$ cat src/rtl/mac_bias_lif_seq_if.sv
// Frame/result handshake bundle for the time-multiplexed MAC + bias + LIF neuron.
// master = spike/weight buffer side, slave = neuron.
interface mac_bias_lif_seq_if #(
  parameter int S     = 25,
  parameter int WIDTH = 8,
  parameter int MEM_W = 12
);
  logic                 in_valid;
  logic                 in_ready;
  logic [S-1:0]         pixels;
  logic [S*WIDTH-1:0]   weights;
  logic [WIDTH-1:0]     bias;
  logic [MEM_W-1:0]     threshold;
  logic                 clear_mem;
  logic                 out_valid;
  logic                 out_ready;
  logic [WIDTH-1:0]     sum_out;
  logic [MEM_W-1:0]     membrane;
  logic                 spike;

  modport master (
    output in_valid, pixels, weights, bias, threshold, clear_mem, out_ready,
    input  in_ready, out_valid, sum_out, membrane, spike
  );
  modport slave (
    input  in_valid, pixels, weights, bias, threshold, clear_mem, out_ready,
    output in_ready, out_valid, sum_out, membrane, spike
  );
endinterface

$ cat src/rtl/mac_bias_lif_seq.sv
// Time-multiplexed spiking neuron: LANES synapses per cycle into a signed accumulator,
// saturating bias add, then a leaky integrate-and-fire membrane with threshold reset.
module mac_bias_lif_lane #(
  parameter int WIDTH = 8,
  parameter int ACC_W = 16
) (
  input  logic             pix,
  input  logic [WIDTH-1:0] w,
  output logic [ACC_W-1:0] prod
);
  assign prod = pix ? {{(ACC_W-WIDTH){w[WIDTH-1]}}, w} : '0;
endmodule

module mac_bias_lif_seq #(
  parameter int S       = 25,
  parameter int WIDTH   = 8,
  parameter int LANES   = 5,
  parameter int ACC_W   = 16,
  parameter int MEM_W   = 12,
  parameter int LEAK_SH = 3
) (
  input logic              clk,
  input logic              rst_n,
  mac_bias_lif_seq_if.slave bus
);
  localparam int NCHUNK = (S + LANES - 1) / LANES;
  localparam int CNT_W  = (NCHUNK > 1) ? $clog2(NCHUNK) : 1;

  localparam logic signed [ACC_W:0] S_MAX = {{(ACC_W-WIDTH+2){1'b0}}, {(WIDTH-1){1'b1}}};
  localparam logic signed [ACC_W:0] S_MIN = {{(ACC_W-WIDTH+2){1'b1}}, {(WIDTH-1){1'b0}}};
  localparam logic signed [MEM_W:0] M_MAX = {2'b00, {(MEM_W-1){1'b1}}};
  localparam logic signed [MEM_W:0] M_MIN = {2'b11, {(MEM_W-1){1'b0}}};

  typedef enum logic [1:0] {IDLE, ACCUM, FIRE, HOLD} state_t;

  typedef struct packed {
    logic [S-1:0]       pix;
    logic [S*WIDTH-1:0] w;
    logic [WIDTH-1:0]   bias;
  } frame_t;

  state_t                   state, state_nx;
  frame_t                   frame_q;
  logic [CNT_W-1:0]         cnt;
  logic signed [ACC_W-1:0]  acc;
  logic signed [WIDTH-1:0]  sum_q;
  logic signed [MEM_W-1:0]  mem_q;
  logic                     spike_q;

  logic [NCHUNK-1:0][LANES-1:0]            pix_pad;
  logic [NCHUNK-1:0][LANES-1:0][WIDTH-1:0] w_pad;
  logic [LANES-1:0][ACC_W-1:0]             lane_prod;
  logic [ACC_W-1:0]                        chunk_sum;
  logic                                    last_chunk;

  // Reshape the flat frame into chunk x lane; slots past S stay zero so tail lanes add nothing.
  always_comb begin
    pix_pad = '0;
    w_pad   = '0;
    for (int i = 0; i < S; i++) begin
      pix_pad[i / LANES][i % LANES] = frame_q.pix[i];
      w_pad[i / LANES][i % LANES]   = frame_q.w[i*WIDTH +: WIDTH];
    end
  end

  for (genvar l = 0; l < LANES; l++) begin : g_lane
    mac_bias_lif_lane #(.WIDTH(WIDTH), .ACC_W(ACC_W)) u_lane (
      .pix  (pix_pad[cnt][l]),
      .w    (w_pad[cnt][l]),
      .prod (lane_prod[l])
    );
  end

  always_comb begin
    chunk_sum = '0;
    for (int l = 0; l < LANES; l++) chunk_sum = chunk_sum + lane_prod[l];
  end

  assign last_chunk = (cnt == CNT_W'(NCHUNK - 1));

  // Bias add and membrane update are one bit wider so saturation sees the true sum.
  logic signed [ACC_W:0]   bsum;
  logic signed [WIDTH-1:0] s_sat;
  logic signed [MEM_W-1:0] v_leak, v_next;
  logic signed [MEM_W:0]   vsum;
  logic                    fire;

  assign bsum  = {acc[ACC_W-1], acc} + {{(ACC_W+1-WIDTH){frame_q.bias[WIDTH-1]}}, frame_q.bias};
  assign s_sat = (bsum > S_MAX) ? S_MAX[WIDTH-1:0] :
                 (bsum < S_MIN) ? S_MIN[WIDTH-1:0] : bsum[WIDTH-1:0];

  if (LEAK_SH == 0) begin : g_noleak
    assign v_leak = mem_q;
  end else begin : g_leak
    assign v_leak = mem_q - (mem_q >>> LEAK_SH);
  end

  assign vsum   = {v_leak[MEM_W-1], v_leak} + {{(MEM_W+1-WIDTH){s_sat[WIDTH-1]}}, s_sat};
  assign v_next = (vsum > M_MAX) ? M_MAX[MEM_W-1:0] :
                  (vsum < M_MIN) ? M_MIN[MEM_W-1:0] : vsum[MEM_W-1:0];
  assign fire   = (v_next >= $signed(bus.threshold));

  always_ff @(posedge clk or negedge rst_n) begin
    if (!rst_n) state <= IDLE;
    else        state <= state_nx;
  end

  always_comb begin
    state_nx      = state;
    bus.in_ready  = 1'b0;
    bus.out_valid = 1'b0;
    case (state)
      IDLE: begin
        bus.in_ready = 1'b1;
        if (bus.in_valid) state_nx = ACCUM;
      end
      ACCUM: if (last_chunk) state_nx = FIRE;
      FIRE:  state_nx = HOLD;
      HOLD: begin
        bus.out_valid = 1'b1;
        if (bus.out_ready) state_nx = IDLE;
      end
      default: state_nx = IDLE;
    endcase
  end

  always_ff @(posedge clk or negedge rst_n) begin
    if (!rst_n) begin
      frame_q <= '0;
      cnt     <= '0;
      acc     <= '0;
      sum_q   <= '0;
      mem_q   <= '0;
      spike_q <= 1'b0;
    end else begin
      case (state)
        IDLE: begin
          if (bus.in_valid) begin
            frame_q <= '{pix: bus.pixels, w: bus.weights, bias: bus.bias};
            acc     <= '0;
            cnt     <= '0;
          end else if (bus.clear_mem) begin
            mem_q <= '0;
          end
        end
        ACCUM: begin
          acc <= acc + $signed(chunk_sum);
          cnt <= last_chunk ? '0 : cnt + 1'b1;
        end
        FIRE: begin
          sum_q   <= s_sat;
          spike_q <= fire;
          mem_q   <= fire ? '0 : v_next;
        end
        default: ;
      endcase
    end
  end

  assign bus.sum_out  = sum_q;
  assign bus.membrane = mem_q;
  assign bus.spike    = spike_q;
endmodule

$ cat src/flat_wrapper.sv
// flat-port wrapper written by rule: the top's interface ports become plain ports
module mac_bias_lif_seq_flat 
#(
  parameter int S       = 25,
  parameter int WIDTH   = 8,
  parameter int LANES   = 5,
  parameter int ACC_W   = 16,
  parameter int MEM_W   = 12,
  parameter int LEAK_SH = 3
)
  (clk, rst_n, bus_in_valid, bus_pixels, bus_weights, bus_bias, bus_threshold, bus_clear_mem, bus_out_ready, bus_in_ready, bus_out_valid, bus_sum_out, bus_membrane, bus_spike);
  mac_bias_lif_seq_if #(.S(S), .WIDTH(WIDTH), .MEM_W(MEM_W)) bus_i ();
  input logic clk;
  input logic rst_n;
  input wire logic [$bits(bus_i.in_valid)-1:0] bus_in_valid;
  input wire logic [$bits(bus_i.pixels)-1:0] bus_pixels;
  input wire logic [$bits(bus_i.weights)-1:0] bus_weights;
  input wire logic [$bits(bus_i.bias)-1:0] bus_bias;
  input wire logic [$bits(bus_i.threshold)-1:0] bus_threshold;
  input wire logic [$bits(bus_i.clear_mem)-1:0] bus_clear_mem;
  input wire logic [$bits(bus_i.out_ready)-1:0] bus_out_ready;
  output wire logic [$bits(bus_i.in_ready)-1:0] bus_in_ready;
  output wire logic [$bits(bus_i.out_valid)-1:0] bus_out_valid;
  output wire logic [$bits(bus_i.sum_out)-1:0] bus_sum_out;
  output wire logic [$bits(bus_i.membrane)-1:0] bus_membrane;
  output wire logic [$bits(bus_i.spike)-1:0] bus_spike;
  assign bus_i.in_valid = bus_in_valid;
  assign bus_i.pixels = bus_pixels;
  assign bus_i.weights = bus_weights;
  assign bus_i.bias = bus_bias;
  assign bus_i.threshold = bus_threshold;
  assign bus_i.clear_mem = bus_clear_mem;
  assign bus_i.out_ready = bus_out_ready;
  assign bus_in_ready = bus_i.in_ready;
  assign bus_out_valid = bus_i.out_valid;
  assign bus_sum_out = bus_i.sum_out;
  assign bus_membrane = bus_i.membrane;
  assign bus_spike = bus_i.spike;
  mac_bias_lif_seq #(.S(S), .WIDTH(WIDTH), .LANES(LANES), .ACC_W(ACC_W), .MEM_W(MEM_W), .LEAK_SH(LEAK_SH)) u_core (.clk(clk), .rst_n(rst_n), .bus(bus_i));
endmodule
$ cat config.mk
export PLATFORM = sky130hd
export DESIGN_NAME = mac_bias_lif_seq_flat
export DESIGN_NICKNAME = d
export VERILOG_FILES = /design/src/rtl/mac_bias_lif_seq_if.sv /design/src/rtl/mac_bias_lif_seq.sv /design/src/flat_wrapper.sv
export SDC_FILE = /design/constraint.sdc
export NUM_CORES = 1
export LEC_CHECK = 0
export ABC_AREA = 1
export BUFFER_PORTS_ARGS = -buffer_cell sky130_fd_sc_hd__clkbuf_2
export CAP_MARGIN = 20
export CORE_AREA = 2 2 152 266
export CTS_BUF_LIST = sky130_fd_sc_hd__clkbuf_4 sky130_fd_sc_hd__clkbuf_8 sky130_fd_sc_hd__clkbuf_16
export CTS_CLUSTER_SIZE = 40
export DETAILED_ROUTE_END_ITERATION = 10
export DIE_AREA = 0 0 154 268
export PLACE_DENSITY = 0.63
export SETUP_SLACK_MARGIN = 0.15
export SYNTH_ARGS = -nofsm -noshare
export SYNTH_HDL_FRONTEND = slang
export SYNTH_HIERARCHICAL = 1
export SYNTH_SLANG_ARGS = --single-unit
export TNS_END_PERCENT = 50
$ cat constraint.sdc
create_clock -name clk -period 10.4 [get_ports clk]
set_input_delay 0.52 -clock clk [delete_from_list [all_inputs] [get_ports clk]]
set_output_delay 0.52 -clock clk [all_outputs]
set_load 0.005 [all_outputs]
==> results.toml <==
[outcome]
status = "finished clean"

[cells_and_area]
synthToLayoutAreaGrowth_pct = 13.4
diodes = 0
drive_gt1_share_pct = 15.7
finalNetCount = 2891

[global_route]
grt_usage_pct = 25.0
grt_pass1_vias = 15774
grt_pass1_wl_mm = 81.7
overflow = 0
grt_start_max_net_pins = 182
antenna_found_initial = 0

[synthesis]
synth.area.top_cells = "dfrtp_1, nand2_1, fa_1, inv_1, ha_1"
syn_avg_cell_area_um2 = 7.44
yosysTopAreaCell = "dfrtp_1"
syn_area_um2 = 17400
synthFlopType = "dfrtp_1"
async_flop_share_pct = 100
yosysTopAreaCellShare_pct = 39.5
synth-edff-count = 0
synth.most_common_cell = "nand2_1"
synth_cell_types = 46
syn_inst = 2339
yosysSeqAreaShare_pct = 39.5
yosysWarnings = 6
syn_nets = 2720
synth-seq-cells = 275
synth_common_cells = "nand2_1, dfrtp_1, inv_1, o21ai_0, nand3_1"

[clocking]
clkLatencyLatePin_ns = 0.57
clock_sinks = 275
cts_hold_buffers = 0
clk_pin_slew_ns = 0.07
postCtsSetupRepairBufs = 0
tritoncts = "built"
cts_buffer_depth = 3
cts-root-buf = "clkbuf_16"
htree_levels = 1
cts_buffers = 28
cts_resized = 0

[sta]
rsz0062_at_grt = "false"
fmax_mhz = 144
finalHoldViolations = 0
drv_slew = 0
min_period_ns = 6.95
tightestPinTransition_ns = 1.12
finalSetupTns_ns = 0
skew_ns = 0.0162
setup_viol = 0
slew-limit-headroom_pct = 25.5
period_share_pct = 66.8

[critical_path]
crit-reg2reg-launch = "u_core/acc[0]$_DFFE_PN0P_"
cp-startpoint = "u_core/acc[0]$_DFFE_PN0P_"
crit_slowest_cell = "nor3_1"
crit_top_cell = "nand2_1"
crit_type = "reg2reg"
required_ns = 10.91
rrSetupSlack_ns = 3.45
critPathCaptureType = "register"
arrival_ns = 7.46
critPathBufInv = 8
start_kind = "register"
path_max_fanout = 11
crit_path_max_incr_delay_ns = 0.57
critPathTopFamily = "simple AND/OR/NAND/NOR gates"

[floorplanning]
die-area_um2 = 41300
die_w_um = 154
die-height_um = 268
rows = 96
pin_count = 273
start_util_pct = 44.6
coreArea_um2 = 39000

[routing]
drt_pass1_iterations = 5
drc = 0
drt-initial-drc-count = 739
vias = 15335
wl_per_cell_um = 16.9
drt_wl_total_mm = 51.0
drtAntennaViolNets = 0
routed_via_density = 5.08

[min_path]
min_path_type = "in2async"

[job]
maxCapViolations = 0

[placement]
place_congestion = 0.890
port_buffers = 272
post-dp-hpwl_mm = 37.4
-- cell usage in the layout, fill, tap and decap left out, types with 3 or more instances in the layout --
cell	n
clkinv_2	5
buf_4	14
a31oi_1	6
nand4_1	6
a22o_1	5
clkbuf_2	271
inv_2	8
dfrtp_1	273
clkbuf_4	9
xor2_1	23
nor3_1	6
ha_1	69
nand2_1	1007
nand2_4	8
o21ai_0	163
nand2_2	25
a21oi_1	83
nand3_2	9
nand3_1	117
xnor2_1	9
clkbuf_16	29
o21bai_1	5
inv_1	230
nor2_1	49
fa_1	62
bufinv_16	3
-- worst register-to-register path, delay by kind of cell, from the launching register on --
kind            cells  cell delay (ns)
simple gates       27             2.69
compound gates     11             1.80
fa+ha+maj           4             1.21
buf+inv             8             0.82
flops               1             0.40
-- layer usage --
layer  global-route usage, %  vias to the layer above  share of wire (%)
met1                    29.0                     7257                 38
met2                    46.6                      412                 53
met3                    2.02                      111                3.9
met4                    11.6                        0                4.8
met5                       0                        -                  0
li1                        -                     7555                  -
-- cells by family (layout without fill, tap and decap cells) --
logic type / after synthesis / in the layout / synth area share [%]
fa+ha+maj: 131 / 131 / 12.1
compound gates: 276 / 276 / 8.39
simple gates: 1238 / 1238 / 28.9
flops: 275 / 275 / 39.5
xor+xnor: 32 / 32 / 1.61
buf+inv: 387 / 577 / 9.48
-- final cells by class --
class                           count  area [um2]
Clock inverter                     10         134
Sequential cell                   275        6890
Fill cell                        3890       19300
Tap cell                          490         613
Multi-Input combinational cell   1677        8880
Clock buffer                       39         807
Inverter                          241         916
Timing Repair Buffer              287        1500
-- through the flow --
step | setup WS, ns | hold slack [ns] | std cells | instance area (um2) | util (%)
6_report | 3.45 | 0.0730 | 3019 | 19700 | 50.6
5_1_grt | 2.60 | 0.131 | 3019 | 19700 | 50.6
4_1_cts | 3.45 | 0.122 | 3018 | 19700 | 50.5
3_5_place_dp | 3.53 | 0.465 | 2969 | 18800 | 48.1
3_3_place_gp | 3.38 | 0.461 | 2968 | 18800 | 48.1
2_1_floorplan | 4.70 | 0.224 | 2339 | 17400 | -
-- registers in the layout, summed over array words and instances, names as in the netlist --
register and count:
u_core/w_pad 200, u_core/pix_pad 25, u_core/acc 16, u_core/bus.membrane 12, u_core/bus.sum_out 8, u_core/frame_q 8, u_core/cnt 3, u_core/state 2
u_core/bus.spike 1
-- worst paths after layout --
kind / endpoint / cells after the start
max in group asynchronous: u_core/cnt[0]$_DFFE_PN0P_ / 2
min reg2reg: u_core/w_pad[141]$_DFFE_PN0P_ / 2
min: u_core/w_pad[53]$_DFFE_PN0P_ / 1
max: u_core/bus.membrane[0]$_DFFE_PN0P_ / 50
max reg2reg: u_core/bus.membrane[0]$_DFFE_PN0P_ / 50
min in group clk: u_core/w_pad[137]$_DFFE_PN0P_ / 3
Power is not shown: default switching activity piles up to over one toggle a cycle in this logic, so the estimate is an artifact.
